## src/rtl/ps2_kbd_rx.sv

```systemverilog
// PS/2 keyboard receiver: pin sync + clock de-glitch, 11-bit frame check, FWFT scan-code FIFO.
// Optional PS2_BREAK_TAG_EN: 0xF0 is absorbed and tags the next byte via o_dout[8].
module ps2_kbd_rx #(
   parameter int FIFO_DEPTH     = 8,
   parameter int FILTER_LEN     = 4,
   parameter int TIMEOUT_CYCLES = 200000
) (
   input  logic       i_clk,
   input  logic       i_rst_n,
   input  logic       i_kb_clk,
   input  logic       i_kb_data,
   input  logic       i_rd_en,
   input  logic       i_clr_ovf,
`ifdef PS2_BREAK_TAG_EN
   output logic [8:0] o_dout,
`else
   output logic [7:0] o_dout,
`endif
   output logic       o_valid,
   output logic       o_overflow,
   output logic [7:0] o_err_cnt,
   output logic [1:0] o_state
);
   // FIFO handshake: an entry is offered while o_valid=1; i_rd_en with o_valid=1 consumes o_dout at the edge.
`ifdef PS2_BREAK_TAG_EN
   localparam int DW = 9;
`else
   localparam int DW = 8;
`endif
   localparam int AW = $clog2(FIFO_DEPTH);
   localparam int PW = AW + 1;
   localparam int FW = $clog2(FILTER_LEN + 1);
   localparam int TW = $clog2(TIMEOUT_CYCLES + 1);

   typedef enum logic [1:0] {S_IDLE = 2'd0, S_DATA = 2'd1, S_PARITY = 2'd2, S_STOP = 2'd3} state_t;

   state_t          r_state, w_state_nxt;
   logic            r_clk_s1, r_clk_s2, r_dat_s1, r_dat_s2, r_clk_filt;
   logic [FW-1:0]   r_filt_cnt;
   logic [7:0]      r_shift;
   logic [2:0]      r_bit_cnt;
   logic            r_parity;
   logic [TW-1:0]   r_to_cnt;
   logic            r_push;
   logic [DW-1:0]   r_push_data;
   logic [7:0]      r_err_cnt;
   logic            r_overflow;
   logic [DW-1:0]   r_mem [FIFO_DEPTH];
   logic [PW-1:0]   r_wr_ptr, r_rd_ptr;
   logic            w_fall, w_good, w_bad, w_timeout;
   logic            w_empty, w_full, w_pop, w_wr;
`ifdef PS2_BREAK_TAG_EN
   logic            r_brk;
`endif

   // Pins idle high, so synchronisers and filter come out of reset at 1.
   always_ff @(posedge i_clk or negedge i_rst_n) begin
      if (!i_rst_n) begin
         r_clk_s1   <= 1'b1;
         r_clk_s2   <= 1'b1;
         r_dat_s1   <= 1'b1;
         r_dat_s2   <= 1'b1;
         r_clk_filt <= 1'b1;
         r_filt_cnt <= '0;
      end else begin
         r_clk_s1 <= i_kb_clk;
         r_clk_s2 <= r_clk_s1;
         r_dat_s1 <= i_kb_data;
         r_dat_s2 <= r_dat_s1;
         if (r_clk_s2 != r_clk_filt) begin
            if (r_filt_cnt == FW'(FILTER_LEN - 1)) begin
               r_clk_filt <= r_clk_s2;
               r_filt_cnt <= '0;
            end else begin
               r_filt_cnt <= r_filt_cnt + FW'(1);
            end
         end else begin
            r_filt_cnt <= '0;
         end
      end
   end

   assign w_fall = r_clk_filt && !r_clk_s2 && (r_filt_cnt == FW'(FILTER_LEN - 1));

   always_ff @(posedge i_clk or negedge i_rst_n) begin
      if (!i_rst_n) r_state <= S_IDLE;
      else          r_state <= w_state_nxt;
   end

   always_comb begin
      w_state_nxt = r_state;
      w_good      = 1'b0;
      w_bad       = 1'b0;
      w_timeout   = (r_state != S_IDLE) && !w_fall && (r_to_cnt == TW'(TIMEOUT_CYCLES));
      if (w_timeout) begin
         w_state_nxt = S_IDLE;
      end else if (w_fall) begin
         case (r_state)
            S_IDLE:   if (!r_dat_s2) w_state_nxt = S_DATA;
            S_DATA:   if (r_bit_cnt == 3'd7) w_state_nxt = S_PARITY;
            S_PARITY: w_state_nxt = S_STOP;
            S_STOP: begin
               w_state_nxt = S_IDLE;
               if ((^{r_shift, r_parity}) && r_dat_s2) w_good = 1'b1;
               else                                    w_bad  = 1'b1;
            end
            default:  w_state_nxt = S_IDLE;
         endcase
      end
   end

   always_ff @(posedge i_clk or negedge i_rst_n) begin
      if (!i_rst_n) begin
         r_shift     <= '0;
         r_bit_cnt   <= '0;
         r_parity    <= 1'b0;
         r_to_cnt    <= '0;
         r_push      <= 1'b0;
         r_push_data <= '0;
         r_err_cnt   <= '0;
`ifdef PS2_BREAK_TAG_EN
         r_brk       <= 1'b0;
`endif
      end else begin
         r_push <= 1'b0;
         if (w_timeout) begin
            r_shift   <= '0;
            r_bit_cnt <= '0;
            r_to_cnt  <= '0;
         end else if (w_fall) begin
            r_to_cnt <= '0;
            case (r_state)
               S_IDLE: r_bit_cnt <= '0;
               S_DATA: begin
                  r_shift   <= {r_dat_s2, r_shift[7:1]};
                  r_bit_cnt <= r_bit_cnt + 3'd1;
               end
               S_PARITY: r_parity <= r_dat_s2;
               default: ;
            endcase
         end else if (r_state != S_IDLE) begin
            r_to_cnt <= r_to_cnt + TW'(1);
         end else begin
            r_to_cnt <= '0;
         end
         if ((w_bad || w_timeout) && (r_err_cnt != 8'hFF)) r_err_cnt <= r_err_cnt + 8'd1;
`ifdef PS2_BREAK_TAG_EN
         if (w_good) begin
            if (r_shift == 8'hF0) begin
               r_brk <= 1'b1;
            end else begin
               r_push      <= 1'b1;
               r_push_data <= {r_brk, r_shift};
               r_brk       <= 1'b0;
            end
         end else if (w_bad || w_timeout) begin
            r_brk <= 1'b0;
         end
`else
         if (w_good) begin
            r_push      <= 1'b1;
            r_push_data <= r_shift;
         end
`endif
      end
   end

   assign w_empty = (r_wr_ptr == r_rd_ptr);
   assign w_full  = (r_wr_ptr[AW] != r_rd_ptr[AW]) && (r_wr_ptr[AW-1:0] == r_rd_ptr[AW-1:0]);
   assign w_pop   = i_rd_en && !w_empty;
   // A pop in the same cycle frees the slot, so a push into a full FIFO still lands.
   assign w_wr    = r_push && (!w_full || w_pop);

   always_ff @(posedge i_clk or negedge i_rst_n) begin
      if (!i_rst_n) begin
         for (int i = 0; i < FIFO_DEPTH; i++) r_mem[i] <= '0;
         r_wr_ptr   <= '0;
         r_rd_ptr   <= '0;
         r_overflow <= 1'b0;
      end else begin
         if (w_wr) begin
            r_mem[r_wr_ptr[AW-1:0]] <= r_push_data;
            r_wr_ptr <= r_wr_ptr + PW'(1);
         end
         if (w_pop) r_rd_ptr <= r_rd_ptr + PW'(1);
         if (r_push && w_full && !w_pop) r_overflow <= 1'b1;
         else if (i_clr_ovf)             r_overflow <= 1'b0;
      end
   end

   assign o_dout     = r_mem[r_rd_ptr[AW-1:0]];
   assign o_valid    = !w_empty;
   assign o_overflow = r_overflow;
   assign o_err_cnt  = r_err_cnt;
   assign o_state    = r_state;

endmodule

```

## config.mk

```make
export PLATFORM = sky130hd
export DESIGN_NAME = ps2_kbd_rx
export DESIGN_NICKNAME = d
export VERILOG_FILES = /design/src/rtl/ps2_kbd_rx.sv
export SDC_FILE = /design/constraint.sdc
export NUM_CORES = 1
export LEC_CHECK = 0
export ABC_CLOCK_PERIOD_IN_PS = 2600
export BUFFER_PORTS_ARGS = -buffer_cell sky130_fd_sc_hd__buf_4
export CORE_UTILIZATION = 30
export DETAILED_ROUTE_END_ITERATION = 10
export MAX_ROUTING_LAYER = met4
export SYNTH_ARGS = -nofsm -noshare
export SYNTH_HDL_FRONTEND = slang
export SYNTH_SLANG_ARGS = --single-unit
```

## constraint.sdc

```tcl
create_clock -name i_clk -period 2.6 [get_ports i_clk]
set_clock_uncertainty 0.15 [all_clocks]
set_input_delay 0.52 -clock i_clk [delete_from_list [all_inputs] [get_ports i_clk]]
set_output_delay 0.52 -clock i_clk [all_outputs]
set_load 0.05 [all_outputs]
```

==> metrics.md <==
| Metric | Value |
|---|---|
| Status | `finished, violations left` |
| Violated checks | `negative setup slack` |
| Relative slew slack | `63.2%` |
| Grt ovf | `0` |
| Initial Util | `30.9%` |
| Via density | `4.70` |
| TritonCTS buffer count | `17` |
| Required @ worst endpoint | `1930 ps` |
| Diode count | `0` |
| Yosys synthesis warning count | `0` |
| Clk_lat worst skew | `410 ps` |
| Final Setup Violations | `8` |
| Top cell type's share of synthesized area | `51.5%` |
| Crit-path max FO | `10` |
| Clock slew at reported path FFs | `60 ps` |
| Worst path cell trace | `buf_12 -> mux4_2 -> mux2_4 -> buf_6` |
| Area grow syn2layout | `22.2%` |
| Mapped Nets | `470` |
| Top post-synthesis cells by area | `dfrtp_1, mux2_2, mux4_2, xnor2_1, ha_1` |
| Worst Path Arrival | `1980 ps` |
| Worst slew pin tran | `552 ps` |
| Largest net degree at the start of global routing | `52` |
| I/O pin count | `26` |
| Max Cap Viol | `0` |
| Vias after detailed routing | `3,668` |
| Layout Nets | `523` |
| Smallest hold slack | `65.7 ps` |
| Sequential share of the synthesized area | `53.7%` |
| Root buffer cell | `clkbuf_16` |
| Power Density | `657 nW/um^2` |
| Global-route wire length before repair | `20.5 mm` |
| Rows | `51` |
| Final count of pins violating max slew | `0` |
| Ys async rst share | `100%` |
| Worst Path Class, Setup | `reg2out` |
| Syn avg cell area | `13.5 um^2` |
| Commonest non-fill, non-tap cell in the layout | `dfrtp_1` |
| Max VDD drop | `0.000393 V` |
| Sinks on the clock net | `130` |
| Total track usage | `13.4%` |
| Commonest non-fill, non-tap cells in the layout | `dfrtp_1, mux2_2, buf_4` |
| Unrepaired setup endpoints after global routing | `true` |
| I/O Buffers | `25` |
| Hold Fails Final Rpt | `0` |
| Leakage power | `3.43 nW` |
| Final period util | `102%` |
| Worst Slack Setup Final | `-45.7 ps` |
| Die W | `144 um` |
| Core ar. | `19,700 um^2` |
| TritonCTS clock tree | `done` |
| Vias in the first global route | `3,950` |
| CP Capture Type | `output pin` |
| 1st-iter DRT viols | `193` |
| Mapped Area | `6070 um^2` |
| Drt first pass iters | `4` |
| Mapped Cells | `450` |
| Flop and latch count out of synthesis | `130` |
| Startpoint types | `register` |
| Share of layout cells above drive strength 1 | `37.3%` |
| Final antenna-violating net count | `0` |
| Initial antenna violation count | `0` |
| Final Wtd Congestion | `0.789` |
| H-Tree Depth | `4` |
| Worst Hold Class | `in2reg` |
| Main synth FF type | `dfrtp_1` |
| Die ar. | `20,800 um^2` |
| Number of synthesized flops with an enable pin | `0` |
| Worst Path Buf+Inv | `2` |
| Tmin final | `2650 ps` |
| DRC viols | `0` |
| Slowest cell on the critical path | `mux4_2` |
| DRT Wirelength | `12.1 mm` |
| Setup TNS | `-287 ps` |
| CP peak stage delay | `510 ps` |
| Dpl hpwl | `8.11 mm` |
| Fmax | `0.378 GHz` |
| Dominant cell type by area after synthesis | `dfrtp_1` |
| Avg WL per Cell | `15.5 um` |
| Clock buffer depth | `2` |
| Yosys cell types | `51` |
| Largest delay share family, worst path | `multiplexers` |
| Die H | `144 um` |
## state kept, by name, summed over array words and instances (netlist names), 2 cells and up
register / cells
o_err_cnt: 8
r_bit_cnt: 3
r_rd_ptr: 4
o_state: 2
r_mem: 64
r_push_data: 8
r_wr_ptr: 4
r_filt_cnt: 3
r_shift: 8
r_to_cnt: 18
## cell families after synthesis
logic type	synth area share (%)
AO/OA/AOI/OAI	2.25
flip-flops	53.7
adder cells (fa/ha/maj)	2.88
buffers and inverters	2.08
AND/OR/NAND/NOR	11.0
XOR/XNOR	5.83
multiplexers	22.2
## final cells by class
type,count,area [um^2]
fill,1909,12200
sequential,130,3260
multi-input combinational,295,2710
timing repair buffer,49,459
clock buffer,17,425
tap,265,332
clock inverter,14,190
inverter,10,37.5
## repair_timing
item,in CTS,in global routing
buffers inserted,0,3
pin swaps,0,0
endpoints found under the setup margin,8,8
hold endpoints to repair,31,0
gates cloned,0,1
hold buffers,1,0
gates resized for setup,14,3
## cells in the mapped netlist, types with 2 or more instances
cell type / instances
a21oi_1: 8
dfrtp_1: 125
nor4_4: 2
nor3_1: 4
buf_2: 2
dfstp_2: 5
nand4_1: 7
and3_1: 8
xnor2_1: 24
o22ai_1: 2
nand2b_1: 3
mux2_1: 8
nand3_1: 22
xor2_1: 12
nor2_2: 4
a41oi_1: 2
nand2_1: 21
clkbuf_1: 6
mux2_4: 9
mux4_2: 16
a32oi_1: 2
buf_6: 2
buf_4: 4
ha_1: 14
nand2_2: 2
mux2_2: 67
a31oi_1: 3
inv_1: 10
nor2b_1: 4
and2_1: 4
nor2_1: 27
o21ai_0: 2
## through the flow
stage	worst slack [ps]	total power (W)	util [%]	instance area, um^2	cells
floorplan	216	0.00232	-	6070	450
global placement	289	0.00242	34.0	6680	744
global route	-108	0.00508	37.7	7420	780
finish	-45.7	0.00488	37.7	7420	780
CTS	-98.9	0.00494	37.5	7360	776
detailed placement	266	0.00244	34.0	6680	744
## final timing paths
path / startpoint / to / slack, ps / depth (start not counted)
max in group asynchronous: i_rst_n / r_clk_s2 / 1020 / 3
worst min register to register: r_clk_s1 / r_clk_s2 / 210 / 0
worst min-delay path: i_kb_clk / r_clk_s1 / 70 / 1
worst max-delay path: r_rd_ptr[0] / o_dout[7] / -50 / 4
min in group asynchronous: i_rst_n / r_rd_ptr[3] / 460 / 2
worst max register to register: r_rd_ptr[0] / r_mem[12] / 110 / 7
## where the power goes
| part | switching, W | leakage [nW] | internal (W) | total, W |
|---|---|---|---|---|
| Sequential | 0.0000340 | 1.79 | 0.00207 | 0.00211 |
| Combinational | 0.000196 | 1.35 | 0.0000932 | 0.000290 |
| Clock | 0.000886 | 0.287 | 0.00159 | 0.00248 |
## routing by layer
metal	up-vias	GRT usage [%]	part of all wire [%]
met1	1904	16.9	48
met4	0	3.60	0.76
met5	-	-	0
li1	1708	-	-
met2	47	21.2	48
met3	9	3.38	3.1
(Power assumes the default switching activity.)
